File: src/rtl/vmicro16_uart_rx_apb.sv
// vmicro16_uart_rx_apb: 8N1 UART receiver with RX FIFO and APB slave registers.
// Optional even parity bit (8E1) when VMICRO16_UART_RX_PARITY_EN is defined.
module vmicro16_uart_rx_apb #(
    parameter int CLK_HZ     = 50000000,
    parameter int BAUD       = 115200,
    parameter int FIFO_DEPTH = 8,
    parameter int DATA_WIDTH = 16
) (
    input  logic                  clk,
    input  logic                  reset,
    input  logic                  rxd,
    input  logic [1:0]            S_PADDR,
    input  logic                  S_PWRITE,
    input  logic                  S_PSELx,
    input  logic                  S_PENABLE,
    input  logic [DATA_WIDTH-1:0] S_PWDATA,
    output logic [DATA_WIDTH-1:0] S_PRDATA,
    output logic                  S_PREADY,
    output logic                  irq_rx
);
    localparam int CPB  = CLK_HZ / BAUD;
    localparam int CW   = $clog2(CPB);
    localparam int AW   = $clog2(FIFO_DEPTH);
    localparam int CNTW = AW + 1;
    typedef enum logic [2:0] {IDLE, START, DATA, PARITY, STOP} state_t;
`ifdef VMICRO16_UART_RX_PARITY_EN
    localparam state_t AFTER_DATA = PARITY;
`else
    localparam state_t AFTER_DATA = STOP;
`endif
    logic [1:0]      sync_q;
    logic            rxs, done;
    state_t          state_q, state_d;
    logic [CW-1:0]   cnt_q, cnt_d;
    logic [2:0]      bit_q, bit_d;
    logic [7:0]      shift_q, shift_d;
    logic            push_q, push_d, bad_q, bad_d, fe_set, pe_set;
    logic [7:0]      mem [FIFO_DEPTH];
    logic [AW-1:0]   rd_q, wr_q;
    logic [CNTW-1:0] count_q;
    logic            fe_q, ov_q, pe_q;
    logic            empty, full, pop, push_ok, ctrl_wr, flush;
    logic [DATA_WIDTH-1:0] status;
    logic            unused_wdata;

    assign rxs  = sync_q[1];
    assign done = cnt_q == '0;

    always_comb begin
        state_d = state_q;
        cnt_d   = done ? cnt_q : cnt_q - 1'b1;
        bit_d   = bit_q;
        shift_d = shift_q;
        bad_d   = bad_q;
        push_d  = 1'b0;
        fe_set  = 1'b0;
        pe_set  = 1'b0;
        case (state_q)
            IDLE: if (!rxs) begin
                state_d = START;
                cnt_d   = CW'(CPB / 2 - 1);
                bad_d   = 1'b0;
            end
            START: if (done) begin
                state_d = rxs ? IDLE : DATA;
                cnt_d   = CW'(CPB - 1);
                bit_d   = '0;
            end
            DATA: if (done) begin
                shift_d = {rxs, shift_q[7:1]};
                cnt_d   = CW'(CPB - 1);
                bit_d   = bit_q + 3'd1;
                state_d = bit_q == 3'd7 ? AFTER_DATA : DATA;
            end
            PARITY: if (done) begin
                cnt_d   = CW'(CPB - 1);
                state_d = STOP;
                pe_set  = rxs != ^shift_q;
                bad_d   = rxs != ^shift_q;
            end
            STOP: if (done) begin
                // back to IDLE at mid-stop so a back-to-back start bit is caught
                state_d = IDLE;
                push_d  = rxs & !bad_q;
                fe_set  = !rxs;
            end
            default: state_d = IDLE;
        endcase
    end

    assign empty   = count_q == '0;
    assign full    = count_q == CNTW'(FIFO_DEPTH);
    assign pop     = S_PSELx & S_PENABLE & !S_PWRITE & (S_PADDR == 2'd0) & !empty;
    assign push_ok = push_q & (!full | pop);
    assign ctrl_wr = S_PSELx & S_PENABLE & S_PWRITE & (S_PADDR == 2'd2);
    assign flush   = ctrl_wr & S_PWDATA[2];

    always_ff @(posedge clk or posedge reset) begin
        if (reset) begin
            sync_q  <= 2'b11;
            state_q <= IDLE;
            cnt_q   <= '0;
            bit_q   <= '0;
            shift_q <= '0;
            push_q  <= 1'b0;
            bad_q   <= 1'b0;
            fe_q    <= 1'b0;
            ov_q    <= 1'b0;
            pe_q    <= 1'b0;
            rd_q    <= '0;
            wr_q    <= '0;
            count_q <= '0;
        end else begin
            sync_q  <= {sync_q[0], rxd};
            state_q <= state_d;
            cnt_q   <= cnt_d;
            bit_q   <= bit_d;
            shift_q <= shift_d;
            push_q  <= push_d;
            bad_q   <= bad_d;
            fe_q    <= fe_set | (fe_q & !(ctrl_wr & S_PWDATA[0]));
            ov_q    <= (push_q & full & !pop) | (ov_q & !(ctrl_wr & S_PWDATA[1]));
            pe_q    <= pe_set | (pe_q & !(ctrl_wr & S_PWDATA[3]));
            rd_q    <= flush ? '0 : rd_q + AW'(pop);
            wr_q    <= flush ? '0 : wr_q + AW'(push_ok);
            count_q <= flush ? '0 : count_q + CNTW'(push_ok) - CNTW'(pop);
        end
    end

    always_ff @(posedge clk) begin
        if (push_ok && !flush) mem[wr_q] <= shift_q;
    end

    assign status = DATA_WIDTH'({4'(count_q), 3'b000, pe_q, ov_q, fe_q, full, empty});
    assign S_PRDATA = !S_PSELx ? '0 :
                      S_PADDR == 2'd0 ? (empty ? '0 : DATA_WIDTH'(mem[rd_q])) :
                      S_PADDR == 2'd1 ? status : '0;
    assign S_PREADY = 1'b1;
    assign irq_rx   = !empty;
    assign unused_wdata = ^S_PWDATA[DATA_WIDTH-1:4];
endmodule

File: config.mk
export PLATFORM = sky130hd
export DESIGN_NAME = vmicro16_uart_rx_apb
export DESIGN_NICKNAME = d
export VERILOG_FILES = /design/src/rtl/vmicro16_uart_rx_apb.sv
export SDC_FILE = /design/constraint.sdc
export NUM_CORES = 1
export LEC_CHECK = 0
export BUFFER_PORTS_ARGS = -buffer_cell sky130_fd_sc_hd__buf_2
export CORE_MARGIN = 4
export CORE_UTILIZATION = 59
export CTS_CLUSTER_SIZE = 10
export DETAILED_ROUTE_END_ITERATION = 8
export PLACE_DENSITY = 0.89
export REMOVE_ABC_BUFFERS = 1
export SYNTH_ARGS = -nofsm -noshare
export SYNTH_HDL_FRONTEND = slang
export SYNTH_SLANG_ARGS = --single-unit
File: constraint.sdc
create_clock -name clk -period 3.1 [get_ports clk]
set_input_delay 0.775 -clock clk [delete_from_list [all_inputs] [get_ports clk]]
set_output_delay 0.775 -clock clk [all_outputs]
set_load 0.02 [all_outputs]
**After elaboration in Yosys (flattened, before gate mapping)**

Memory sizes are Yosys's and may differ from the RTL's.
Index checks and enable logic that the tools add are counted.

- Bits in registers: 40
- Bits in latches: 0
- RAM bits: 64
- Bits in read-only memories: 0
- Input bits: 24
- Output and inout port bits: 18
- Word-level logic and storage cells: 110
- Memories kept: 1

Memory list:

| memory | depth | bits a word | read ports | clocked after Yosys merged registers in | wr ports | line | text |
|---|---|---|---|---|---|---|---|
| mem | 8 | 8 | 1 | 0 | 1 | 38 | `logic [7:0] mem [FIFO_DEPTH];` |

- $add $sub $neg: 6
- Multiply operators: 0
- Div/mod/pow operators: 0
- Order comparisons: 0
- Equality and inequality tests: 14
- Shift operators: 0
- Mux-type cells: 32
- Bitwise gates (word level): 21
- Reduce and logical (&&, ||, !) cells: 23

Operators with widths:

| kind | number |
|---|---|
| $mux W12 | 3 |
| $mux W3 | 9 |
| $mux W9 | 3 |
| $pmux W9 S2 | 1 |
| $and A1 B1 Y1 | 17 |
| $pmux W3 S5 | 1 |
| $logic_not A1 Y1 | 10 |
| $mux W1 | 10 |
| $ne A2 B2 Y1 const B | 5 |
| $logic_not A9 Y1 | 1 |
| $sub A9 B1 Y9 const B | 1 |
| $mux W8 | 1 |
| $reduce_xor A8 Y1 | 1 |
| $add A3 B1 Y3 | 2 |
| $eq A3 B2 Y1 const B | 2 |
| $eq A3 B3 Y1 const B | 2 |
| $pmux W3 S2 | 1 |
| $reduce_and A3 Y1 | 2 |
| $reduce_and A5 Y1 | 1 |
| $add A4 B1 Y4 | 1 |
| $eq A4 B4 Y1 const B | 1 |
| $logic_not A4 Y1 | 1 |
| $mux W4 | 1 |
| $or A1 B1 Y1 | 4 |
| 14 further kinds | 15 |

**Logic depth before layout (Yosys ltp)**

- Word-level depth: 9
- Mapped depth: 12
- Depth with buffers taken out: 12

**Worst setup path before layout**

No wires, ideal clock.

- Path type: input port to flip-flop
- Start point: in S_PADDR[1]
- End point: mem mem[2][0] (enable)
- Setup time: 0.395 ns
- Arrival time: 2.661 ns
- Required time: 2.705 ns
- Setup slack: 0.044 ns
- Cell stages on the path: 4
- Buffers on the path: 0
- Path through: or2_2 -> o41ai_1 -> nand2_1 -> nor4_1

- Longest elaborated chain between the ends: 8
- Elaborated cells between the ends (all ways): 12
- Those cells by class: 1 x eq/ne; 2 x mux; 6 x bitwise; 3 x reduce/logical

RTL lines:

| item | line | text |
|---|---|---|
| start: declaration | 12 | `input logic [1:0] S_PADDR,` |
| $logic_not A2 Y1 | 93 | `assign pop = S_PSELx & S_PENABLE & !S_PWRITE & (S_PADDR == 2'd0) & !empty;` |
| $and A1 B1 Y1 (2 in series) | 93 |  |
| $or A1 B1 Y1 | 94 | `assign push_ok = push_q & (!full \| pop);` |
| $and A1 B1 Y1 | 94 |  |
| $logic_and A1 B1 Y1 (*) | 131 | `if (push_ok && !flush) mem[wr_q] <= shift_q;` |
| $mux W1 (*) | 131 |  |
| $mux W1 (not written as such) (*) | 131 |  |
| end: declaration | 38 |  |

Every way passes the cells marked *; elsewhere a longest branch is shown, timed or not.

**Worst setup path in the final report**

- Start point: reg rd_q[0]
- End point: out S_PRDATA[0]

- Longest elaborated chain between the ends: 4

RTL lines:

| item | line | text |
|---|---|---|
| start: declaration | 39 | `logic [AW-1:0] rd_q, wr_q;` |
| start signal: assignment | 124 | `rd_q <= flush ? '0 : rd_q + AW'(pop);` |
| $mem_v2 Z8 W8 | n/a |  |
| $mux W8 | 136 | `S_PADDR == 2'd0 ? (empty ? '0 : DATA_WIDTH'(mem[rd_q])) :` |
| $mux W12 | 136 |  |
| $mux W12 | 135 | `assign S_PRDATA = !S_PSELx ? '0 :` |
| end: declaration | 17 | `output logic [DATA_WIDTH-1:0] S_PRDATA,` |

Every way passes these cells.

==> impl_results.md <==
- Via count: 2939
- Cells after Synth: 344
- Area leader, netlist: edfxtp_1
- Cell Area, Synth: 4760 um2
- Final Hold Fails: 0
- Clock sinks: 104
- Max cap viols: 0
- Port bufs: 24
- Worst-Skew Late Latency: 0.36 ns
- Ranking of synthesized cells by area: edfxtp_1 (40%), dfrtp_1 (20%), mux4_2 (6.6%), ha_1 (3.9%), mux2i_1 (2.3%)
- I/O pin total: 42
- Final nets: 425
- Die area: 9570 um2
- Routed WL: 8.96 mm
- # diodes: 0
- Crit Reg-Reg Startpoint: count_q[2]
- Routability cong.: 0.868
- Synth Area per Inst: 13.8 um2
- Root buffer cell: clkbuf_8
- ANT nets after route: 0
- Synth cell types: 53
- Detailed-route DRC error count: 0
- Share of cells above drive strength 1: 22.4%
- Commonest cells in the netlist: edfxtp_1 (64), dfrtp_1 (38), nor2_1 (24)
- Hold_sp: sync_q[0]
- Ys Warns: 0
- CTS tree: done
- Arrival @ worst endpoint: 2.15 ns
- Die Y: 97.9 um
- Post-synth EDFFs: 64
- R2R cell count: 10
- DP HPWL: 6.35 mm
- Post-CTS setup buffers: 0
- Cts hold-fix bufs: 0
- Placed Instance Area: 5070 um2
- Final Critical Period: 2.93 ns
- Area growth syn-to-layout: 10.1%
- First-pass GRT wire length: 15.0 mm
- Fmax: 342 MHz
- Tcrit/Tclk final: 94.5%
- Slew Limit Fails: 0
- CTS clk-pin slew, worst paths: 0.09 ns
- Hold Crit Class: register to register
- Final setup fails: 0
- Pwr dens: 545 nW/um2
- Post-layout util: 67.2%
- Cells along the critical path: buf_4, mux4_2, nand2b_1, a32oi_1, nor2_1, buf_2
- Site Rows: 32
- Max_slew headroom: 52.7%
- Async set-reset flop share out of synthesis: 38.5%
- TNS Setup: 0 ns
- Post-Layout Inst Area: 5240 um2
- Iteration-0 DRC count of the detailed router: 233
- Max Root-Sink Buffers: 2
- Crit path from: rd_q[0]
- Worst-path fanout max: 6
- Status: complete, no violations
- CTS Buf Count: 9
- Core area: 7810 um2
- Initial core utilization: 61.0%
- Final Non-Filler Cells: 491
- Leak: 2.25 nW
- DR vias/cell: 5.99
- Crit Path Class: register to output pin
- Count leader, synth: edfxtp_1
- Gr usage total: 20.5%
- Worst setup EP type: output pin
- Largest net degree at the start of global routing: 41
- H-tree depth: 3
- Min Hold Slack: 0.359 ns
- Clock skew: 0.0132 ns
- RSZ-0062 raised after global routing: no
- Worst Max-Slew Pin Slew: 0.703 ns
- Worst vdd ir: 0.000260 V
- Ys flop type: edfxtp_1
- Sequential share of the synthesized area: 61.4%
- Mean routed wirelength per cell: 18.2 um
- Critical-path top delay cell: mux4_2
- Post-Place Cells: 476
- Synthesized flop and latch total: 104
- Antenna violations before repair: 0
- Vias in the first global route: 2874
- CTS resizes: 0
- Required @ worst endpoint: 2.32 ns
- Yosys top cell area share: 40.3%
- CP Launch Type: register
- Fillcell total: 532
- Die X: 97.9 um
- Hold path cells: 0
- DRT Pass-1 Iters: 4
- Critical Path Max Stage Delay: 0.51 ns
- GRT overflow: 0
## path summary, 6_finish.rpt
path | end | slack [ns]
worst max-delay path | S_PRDATA[0] | 0.17
worst min-delay path | sync_q[1] | 0.36
worst max register to register | count_q[1] | 0.47
worst min register to register | sync_q[1] | 0.36
max in group asynchronous | sync_q[0] | 2.22
min in group asynchronous | cnt_q[3] | 0.51
## layout by cell type (no fill, tap or decap), types with 4 or more instances in the layout
master / count
a31oi_1: 4
mux2i_1: 11
o21ai_0: 8
a21oi_1: 13
clkbuf_8: 9
mux2_2: 8
inv_1: 16
ha_1: 15
edfxtp_1: 64
nor3_1: 9
dfrtp_1: 38
o2bb2ai_1: 5
nor2_1: 24
buf_4: 19
mux4_2: 14
nand2_1: 16
xnor2_1: 10
conb_1: 5
buf_2: 24
nand2b_1: 6
nor4_1: 6
nand3_1: 4
and2_1: 8
## state kept, by name, summed over array words and instances (netlist names), 2 cells and up
signal / flops
mem: 64
shift_q: 8
bit_q: 3
rd_q: 3
sync_q: 2
wr_q: 3
count_q: 4
state_q: 3
cnt_q: 9
## where the power goes
part	total, W	internal [W]	switching, W	leakage, nW
clock network	0.000743	0.000293	0.000450	0.0850
logic	0.000558	0.000264	0.000295	0.901
registers	0.00156	0.00151	0.0000495	1.27
## worst max-delay path, delay by kind of cell, from the launching register on
family,cells,cell delay (ns)
mux,1,0.51
flops,1,0.46
buf+inv,2,0.37
simple gates,2,0.23
compound gates,1,0.22
## logic make-up after synthesis
kind of cell | count (synthesis) | share of synthesized area (%)
flip-flops | 104 | 61.4
AND/OR/NAND/NOR | 98 | 11.1
AO/OA/AOI/OAI | 45 | 6.25
multiplexers | 33 | 10.8
buffers and inverters | 33 | 3.23
adder cells (fa/ha/maj) | 16 | 4.36
XOR/XNOR | 13 | 2.68
other | 2 | 0.158
## metal layers
metal / vias to the layer above / track usage (%) / share of wire, %
li1: 1358 / - / -
met1: 1459 / 27.1 / 41
met2: 110 / 33.7 / 52
met3: 12 / 4.07 / 5.1
met4: 0 / 7.77 / 1.8
met5: - / 0 / 0
## metrics by stage
stage          power (W)  worst slack (ns)
4_1_cts          0.00288             0.180
3_3_place_gp     0.00212             0.119
2_1_floorplan    0.00197            0.0442
6_report         0.00286             0.172
3_5_place_dp     0.00215             0.106
5_1_grt          0.00302            0.0415
## final cells by class
cell class,instances,area (um2),area share (%)
clock buffer,9,124,2.36
clock inverter,6,45.0,0.859
inverter,17,63.8,1.22
multi-input combinational,210,1700,32.3
sequential,104,2930,55.8
tap,102,128,2.43
timing repair buffer,43,263,5.01
(Power assumes the default switching activity.)
